$ cat config.mk
export PLATFORM = sky130hd
export DESIGN_NAME = reg_bank_ctrl
export DESIGN_NICKNAME = d
export VERILOG_FILES = /design/src/rtl/reg_bank_ctrl.sv
export SDC_FILE = /design/constraint.sdc
export NUM_CORES = 1
export LEC_CHECK = 0
export CAP_MARGIN = 10
export CORE_MARGIN = 4
export CORE_UTILIZATION = 50
export CTS_CLUSTER_SIZE = 28
export DETAILED_ROUTE_END_ITERATION = 8
export PLACE_DENSITY = 0.76
export REMOVE_ABC_BUFFERS = 1
export SLEW_MARGIN = 20
export SYNTH_ARGS = -nofsm -noshare
export SYNTH_HDL_FRONTEND = slang
export SYNTH_SLANG_ARGS = --single-unit
$ cat constraint.sdc
create_clock -name clk -period 2.29 [get_ports clk]
set_input_delay 0.687 -clock clk [delete_from_list [all_inputs] [get_ports clk]]
set_output_delay 0.687 -clock clk [all_outputs]
set_load 0.1 [all_outputs]
$ cat src/rtl/reg_bank_ctrl.sv
// Register-bank controller: sel/wr/ready bus slave with byte strobes, per-register
// read-only / write-1-to-clear modes, configurable read wait states and error response.
module reg_bank_ctrl #(
    parameter int                    ADDR_WIDTH = 8,
    parameter int                    DATA_WIDTH = 16,
    parameter int                    DEPTH      = 16,
    parameter logic [DATA_WIDTH-1:0] RESET_VAL  = 'h1234,
    parameter int                    RD_WAIT    = 1,
    parameter logic [DEPTH-1:0]      RO_MASK    = '0,
    parameter logic [DEPTH-1:0]      W1C_MASK   = '0
) (
    input  logic                    clk,
    input  logic                    rstn,
    input  logic                    sel,
    input  logic                    wr,
    input  logic [ADDR_WIDTH-1:0]   addr,
    input  logic [DATA_WIDTH-1:0]   wdata,
    input  logic [DATA_WIDTH/8-1:0] strb,
    output logic [DATA_WIDTH-1:0]   rdata,
    output logic                    ready,
    output logic                    err
);

    localparam int NB    = DATA_WIDTH / 8;
    localparam int IDX_W = (DEPTH > 1) ? $clog2(DEPTH) : 1;

    typedef enum logic [1:0] {IDLE, WAIT, RESP} state_t;

    state_t                r_state;
    logic [3:0]            r_cnt;
    logic [DATA_WIDTH-1:0] r_rdata;
    logic [DATA_WIDTH-1:0] r_mem [DEPTH];

    logic                  w_oor;
    logic [IDX_W-1:0]      w_idx;
    logic                  w_ro;
    logic                  w_w1c;
    logic                  w_wr_req;
    logic                  w_wr_err;
    logic                  w_wr_en;
    logic [DATA_WIDTH-1:0] w_rd_val;
    logic                  w_ready;
    logic                  w_err;

    assign w_oor    = {1'b0, addr} >= (ADDR_WIDTH+1)'(DEPTH);
    assign w_idx    = addr[IDX_W-1:0];
    assign w_ro     = !w_oor && RO_MASK[w_idx];
    assign w_w1c    = W1C_MASK[w_idx] && !RO_MASK[w_idx];
    assign w_rd_val = w_oor ? '0 : r_mem[w_idx];
    assign w_wr_req = (r_state == IDLE) && sel && wr;
    assign w_wr_err = w_oor || w_ro;
    assign w_wr_en  = w_wr_req && !w_wr_err;

    // ready/err are decoded from state so a write completes at the same edge it is issued
    always_comb begin
        w_ready = 1'b1;
        w_err   = 1'b0;
        case (r_state)
            IDLE: begin
                w_ready = !(sel && !wr);
                w_err   = sel && wr && w_wr_err && (strb != '0);
            end
            WAIT: w_ready = 1'b0;
            RESP: w_err = sel && w_oor;
            default: w_ready = 1'b1;
        endcase
    end

    assign ready = w_ready;
    assign err   = w_err;
    assign rdata = r_rdata;

    always_ff @(posedge clk or negedge rstn) begin
        if (!rstn) begin
            r_state <= IDLE;
            r_cnt   <= '0;
            r_rdata <= '0;
        end else begin
            case (r_state)
                IDLE: begin
                    if (sel && !wr) begin
                        if (RD_WAIT > 0) begin
                            r_state <= WAIT;
                            r_cnt   <= 4'(RD_WAIT - 1);
                        end else begin
                            r_state <= RESP;
                            r_rdata <= w_rd_val;
                        end
                    end
                end
                WAIT: begin
                    if (!sel) begin
                        r_state <= IDLE;
                    end else if (r_cnt == '0) begin
                        r_state <= RESP;
                        r_rdata <= w_rd_val;
                    end else begin
                        r_cnt <= r_cnt - 4'd1;
                    end
                end
                RESP:    r_state <= IDLE;
                default: r_state <= IDLE;
            endcase
        end
    end

    always_ff @(posedge clk or negedge rstn) begin
        if (!rstn) begin
            for (int unsigned i = 0; i < DEPTH; i++) begin
                r_mem[i] <= RESET_VAL;
            end
        end else if (w_wr_en) begin
            for (int unsigned b = 0; b < NB; b++) begin
                if (strb[b]) begin
                    r_mem[w_idx][8*b +: 8] <= w_w1c ? (r_mem[w_idx][8*b +: 8] & ~wdata[8*b +: 8])
                                                    : wdata[8*b +: 8];
                end
            end
        end
    end

endmodule

# == Word-level counts from Yosys, hierarchy flattened ==
# Memories as Yosys holds them, arrays and structs flattened.
# Cells that the tools add are included.
# W data, S select, Z words.
# totals
in_bits,30
word_cells,78
register_bits,278
mem_count,1
mem_bits_ro,16
output_inout_bits,18
# op_classes
bitwise_logic,1
add_sub_neg,1
muxes,24
reduce_logical,22
eq_ne,6
n_lt_le_gt_ge,4
# mem_list
memory,words,word_bits,rd,rd_ports_with_merged_regs,wr,line_no,text
(no name shown),16,1,1,0,0,48,assign w_w1c = W1C_MASK[w_idx] && !RO_MASK[w_idx];
# op_table
cell,count
$mux W256,3
$bwmux W256,2
$demux W16 S4,2
$bmux W16 S4,1
$mux W16,4
$mux W4,3
$logic_and A1 B1 Y1,10
$ge A8 B5 Y1 const B,1
$mux W8,1
$pmux W4 S2,1
$mux W2,3
$ge A5 B5 Y1 const B,1
$lt A4 B5 Y1 const B,1
$lt A5 B1 Y1 const B,1
$not A4 Y5,1
$logic_not A1 Y1,4
$logic_not A4 Y1,1
$ne A2 B2 Y1 const B,2
$pmux W1 S2,2
$pmux W2 S2,1
$reduce_and A4 Y1,1
$reduce_bool A2 Y1,2
$sub A4 B1 Y4 const B,1
$ne A3 B3 Y1 const B,1
other kinds (8),8

# == Depth between registers and ports, before layout ==
# depth
ltp_word,10
depth_mapped,9

# == Worst setup path after synthesis ==
# No wires, ideal clock.
# synth_timing
kind,input-to-output
startpoint,in strb[1]
endpoint,out err
t_arrival_ns,3.912
path_buffers,0
slack_ns,-2.309
stages,3
cell_sequence,o21a_1 nor2_1 nor4b_1
# synth_between
elab_chain_len,3
# synth_rtl
item,line_no,text
start: declaration,18,"input logic [DATA_WIDTH/8-1:0] strb,"
$reduce_bool A2 Y1,61,w_err = sel && wr && w_wr_err && (strb != '0);
$logic_and A1 B1 Y1,61,
$pmux W1 S2,58,case (r_state)
end: declaration,21,output logic err
# Every way passes these cells.

# == Worst setup path after layout ==
# layout_timing
startpoint,in addr[6]
endpoint,out err
# layout_between
elab_chain_len,7
# layout_rtl
item,line_no,text
start: declaration,16,"input logic [ADDR_WIDTH-1:0] addr,"
$ge A8 B5 Y1 (*),45,"assign w_oor = {1'b0, addr} >= (ADDR_WIDTH+1)'(DEPTH);"
$logic_not A1 Y1,47,assign w_ro = !w_oor && RO_MASK[w_idx];
$logic_and A1 B1 Y1,47,
$logic_or A1 B1 Y1,51,assign w_wr_err = w_oor || w_ro;
$logic_and A1 B1 Y1 (2 in a row),61,
$pmux W1 S2 (*),58,
# Every way passes the cells marked *; elsewhere a longest branch is shown, timed or not.

==> run_results.csv <==
group,metric,value,unit
status,outcome,"finished, violations left",
status,violations_in_the_final_reports,"negative setup slack",
global_routing,number_of_antenna_violations_at_the_first_check_in_global_routing,0,
synthesis,synth-seq-cells,278,
timing,final_hold_viol_count,0,
routing,num_vias,7416,
floorplan,io_pins,48,
synthesis,postSynth.asyncResetShare,1.000,
synthesis,number_of_enable_type_register_cells_in_the_synthesized_netlist,0,
floorplan,die_area,0.02793,mm^2
power_and_ir_drop,netSwitchingFraction,0.2286,
synthesis,ys_dominant_reg_cell,"dfrtp_1",
power_and_ir_drop,power.clock.fraction,0.453,
synthesis,yosys.cell_types.count,38,
timing,timing_worst_slew_pin_value,0.6540,ns
clocking,root_buffer,"clkbuf_16",
floorplan,initial_core_util,0.5145,
timing,final_max_slew_viol_count,0,
clocking,clock_net_sink_count,278,
cells_and_area,utilization,0.6289,
routing,drt_first_iter_violations,502,
timing,rsz_0062_raised_after_global_routing,"true",
power_and_ir_drop,internal_power,0.008398,W
routing,vias_per_cell,5.853,
global_routing,grt_start_max_net_pins,52,
floorplan,row_cnt,57,
global_routing,grt_resource_usage_total,0.2086,
critical_path,cp_data_arrival_time,1.72,ns
clocking,clk-insertion-delay-late,0.55,ns
global_routing,grt-ovfl-total,0,
clocking,tritoncts,"built",
routing,drt-pass1-iter-count,4,
power_and_ir_drop,sequentialPowerShare,0.468,
run,timing.max_cap.violations,0,
clocking,clock_path_buffers,3,
cells_and_area,syn2layout_area_growth,22.25,%
clocking,ctsHtreeMaxLevel,1,
power_and_ir_drop,switching_power,0.002489,W
global_routing,grt_pass1_wl,46330,um
critical_path,worst-setup-path-type,"in -> out",
synthesis,postSynthCellCount,797,
timing,report.final.setup_viol,1,
critical_path,nature_of_the_critical_path_endpoint,"output pin",
power_and_ir_drop,pwr-share-comb,0.079,
routing,finalWirelength,28810,um
routing,drc,0,
synthesis,syn_avg_cell_area,15.88,um^2
placement,dpl_worst_slack,-0.7467,ns
placement,gp_congestion,0.8019,
floorplan,chipWidth,167.1,um
power_and_ir_drop,power.ir.vdd_worst,0.6007,mV
timing,finClkSkew,0.02194,ns
global_routing,vias_in_the_first_global_route,8151,
cells_and_area,fin_nets,952,
routing,drt.antenna.violating_nets,0,
synthesis,synth_seq_area_share,0.5575,
clocking,post_cts_hold_buffer_count,0,
timing,fmaxAchievable,416.2,MHz
synthesis,post_synth_instance_area,0.01266,mm^2
timing,layout_setup_ws,-0.1129,ns
critical_path,critical_path.startpoint_type,"input pin",
floorplan,die-height,167.1,um
cells_and_area,layout.cells.most_common,"mux2_2",
cells_and_area,insertedDiodeCount,0,
cells_and_area,most-common-layout-cells,"255 x mux2_2, 196 x dfrtp_1, 80 x dfstp_2, 78 x buf_4, 64 x mux4_2",
routing,drt-wirelength-per-cell,22.74,um
placement,hpwl,19180,um
clocking,clkTransAtPathRegs,0.06,ns
timing,finalCriticalPeriod,2.403,ns
power_and_ir_drop,cellPowerDensity,703.5,mW/mm^2
timing,period_share,1.049,
critical_path,worstPathRequired,1.60,ns
power_and_ir_drop,static-leakage-power,7.157,nW
critical_path,critical_path.max_fanout,2,
timing,timing.setup.tns,-0.1129,ns
floorplan,core_area,0.02460,mm^2
cells_and_area,drive_gt1_frac,0.6278,
timing,relSlewSlack,0.5626,
synthesis,synth_warnings,0,
clocking,numCtsBuffers,29,
placement,portBuffers,47,
min_path,timing.hold.worst.class,"in -> async",
-- final timing paths --
check                           startpoint          to  slack, ns  cells past startpoint
worst max-delay path               addr[6]         err      -0.11                      4
worst min register to register   r_mem[93]   r_mem[93]       0.50                      1
min in group clk                 r_mem[93]   r_mem[93]       0.50                      1
worst min-delay path                  rstn  r_mem[147]       0.06                      1
max in group asynchronous             rstn  r_mem[197]       1.52                      2
worst max register to register    r_cnt[0]    rdata[6]       0.15                      7
-- kinds of logic (layout without fill, tap and decap cells) --
family	count (synthesis)	in the layout	synth area share
fa+ha+maj	2	2	0.001977
mux	352	352	0.3669
xor+xnor	2	2	0.001384
compound gates	20	20	0.01305
flops	278	278	0.5575
simple gates	90	90	0.04280
buf+inv	53	199	0.01641
-- sequential cells by signal, indices dropped and copies added (netlist names) --
| register | flops |
|---|---|
| rdata | 16 |
| r_cnt | 4 |
| r_mem | 256 |
| r_state | 2 |
-- power by group through the flow --
stage | clock network, W | registers [W] | logic, W
final | 0.00493 | 0.00510 | 0.000859
after global routing | 0.00526 | 0.00511 | 0.000934
after CTS | 0.00503 | 0.00509 | 0.000858
after detailed placement | 0 | 0.00517 | 0.000853
after global placement | 0 | 0.00517 | 0.000834
after floorplan | 0 | 0.00516 | 0.000350
-- per-stage QoR --
stage	total power, W	hold slack, ns	cell area [um^2]	instances
6_report	0.01089	0.05649	15470	1267
5_1_grt	0.01130	0.06198	15470	1267
4_1_cts	0.01098	0.05859	15470	1269
3_5_place_dp	0.006026	0.4787	14430	1215
3_3_place_gp	0.006003	0.4744	14430	1215
2_1_floorplan	0.005507	0.3914	12470	749
-- worst max-delay path, stage by stage --
cell	delay, ns
clkdlybuf4s15_1	0.21
nor4_4	0.49
nor4b_4	0.13
buf_12	0.19
-- Yosys cell counts (all sizes together) (3+ instances only) --
cell / number / area (um^2)
nand2b: 5 / 31.28
nor3: 11 / 100.1
nor2: 15 / 96.34
inv: 5 / 18.76
nor2b: 3 / 18.77
mux4: 64 / 1441
dfrtp: 198 / 4955
o221ai: 16 / 140.1
or3: 3 / 18.77
nand3: 6 / 30.03
buf: 17 / 72.57
mux2i: 32 / 320.3
clkbuf: 31 / 116.4
nand2: 33 / 123.9
dfstp: 80 / 2102
mux2: 256 / 2883
-- routing by layer --
layer,part of all wire,track usage
met1,0.42,0.2783
met2,0.51,0.3603
met3,0.044,0.03725
met4,0.024,0.04874
met5,0,0
-- timing repair --
| action | 4_1_cts | 5_1_grt |
|---|---|---|
| pin swaps | 7 | 5 |
| hold endpoints to repair | 0 | 0 |
| buffers inserted | 3 | 1 |
| setup endpoints to repair | 71 | 44 |
| gates resized for setup | 18 | 14 |
-- final cells by class --
cell class              count  area [um^2]
fillers                  1787         9130
flip-flops and latches    278         7059
multi-input cells         466         5445
repair buffers            140         1534
clock buffers              42        844.6
well taps                 324        405.4
clock inverters            12        167.7
inverters                   5        18.77
Note: power is estimated with default switching activity, not from simulation.
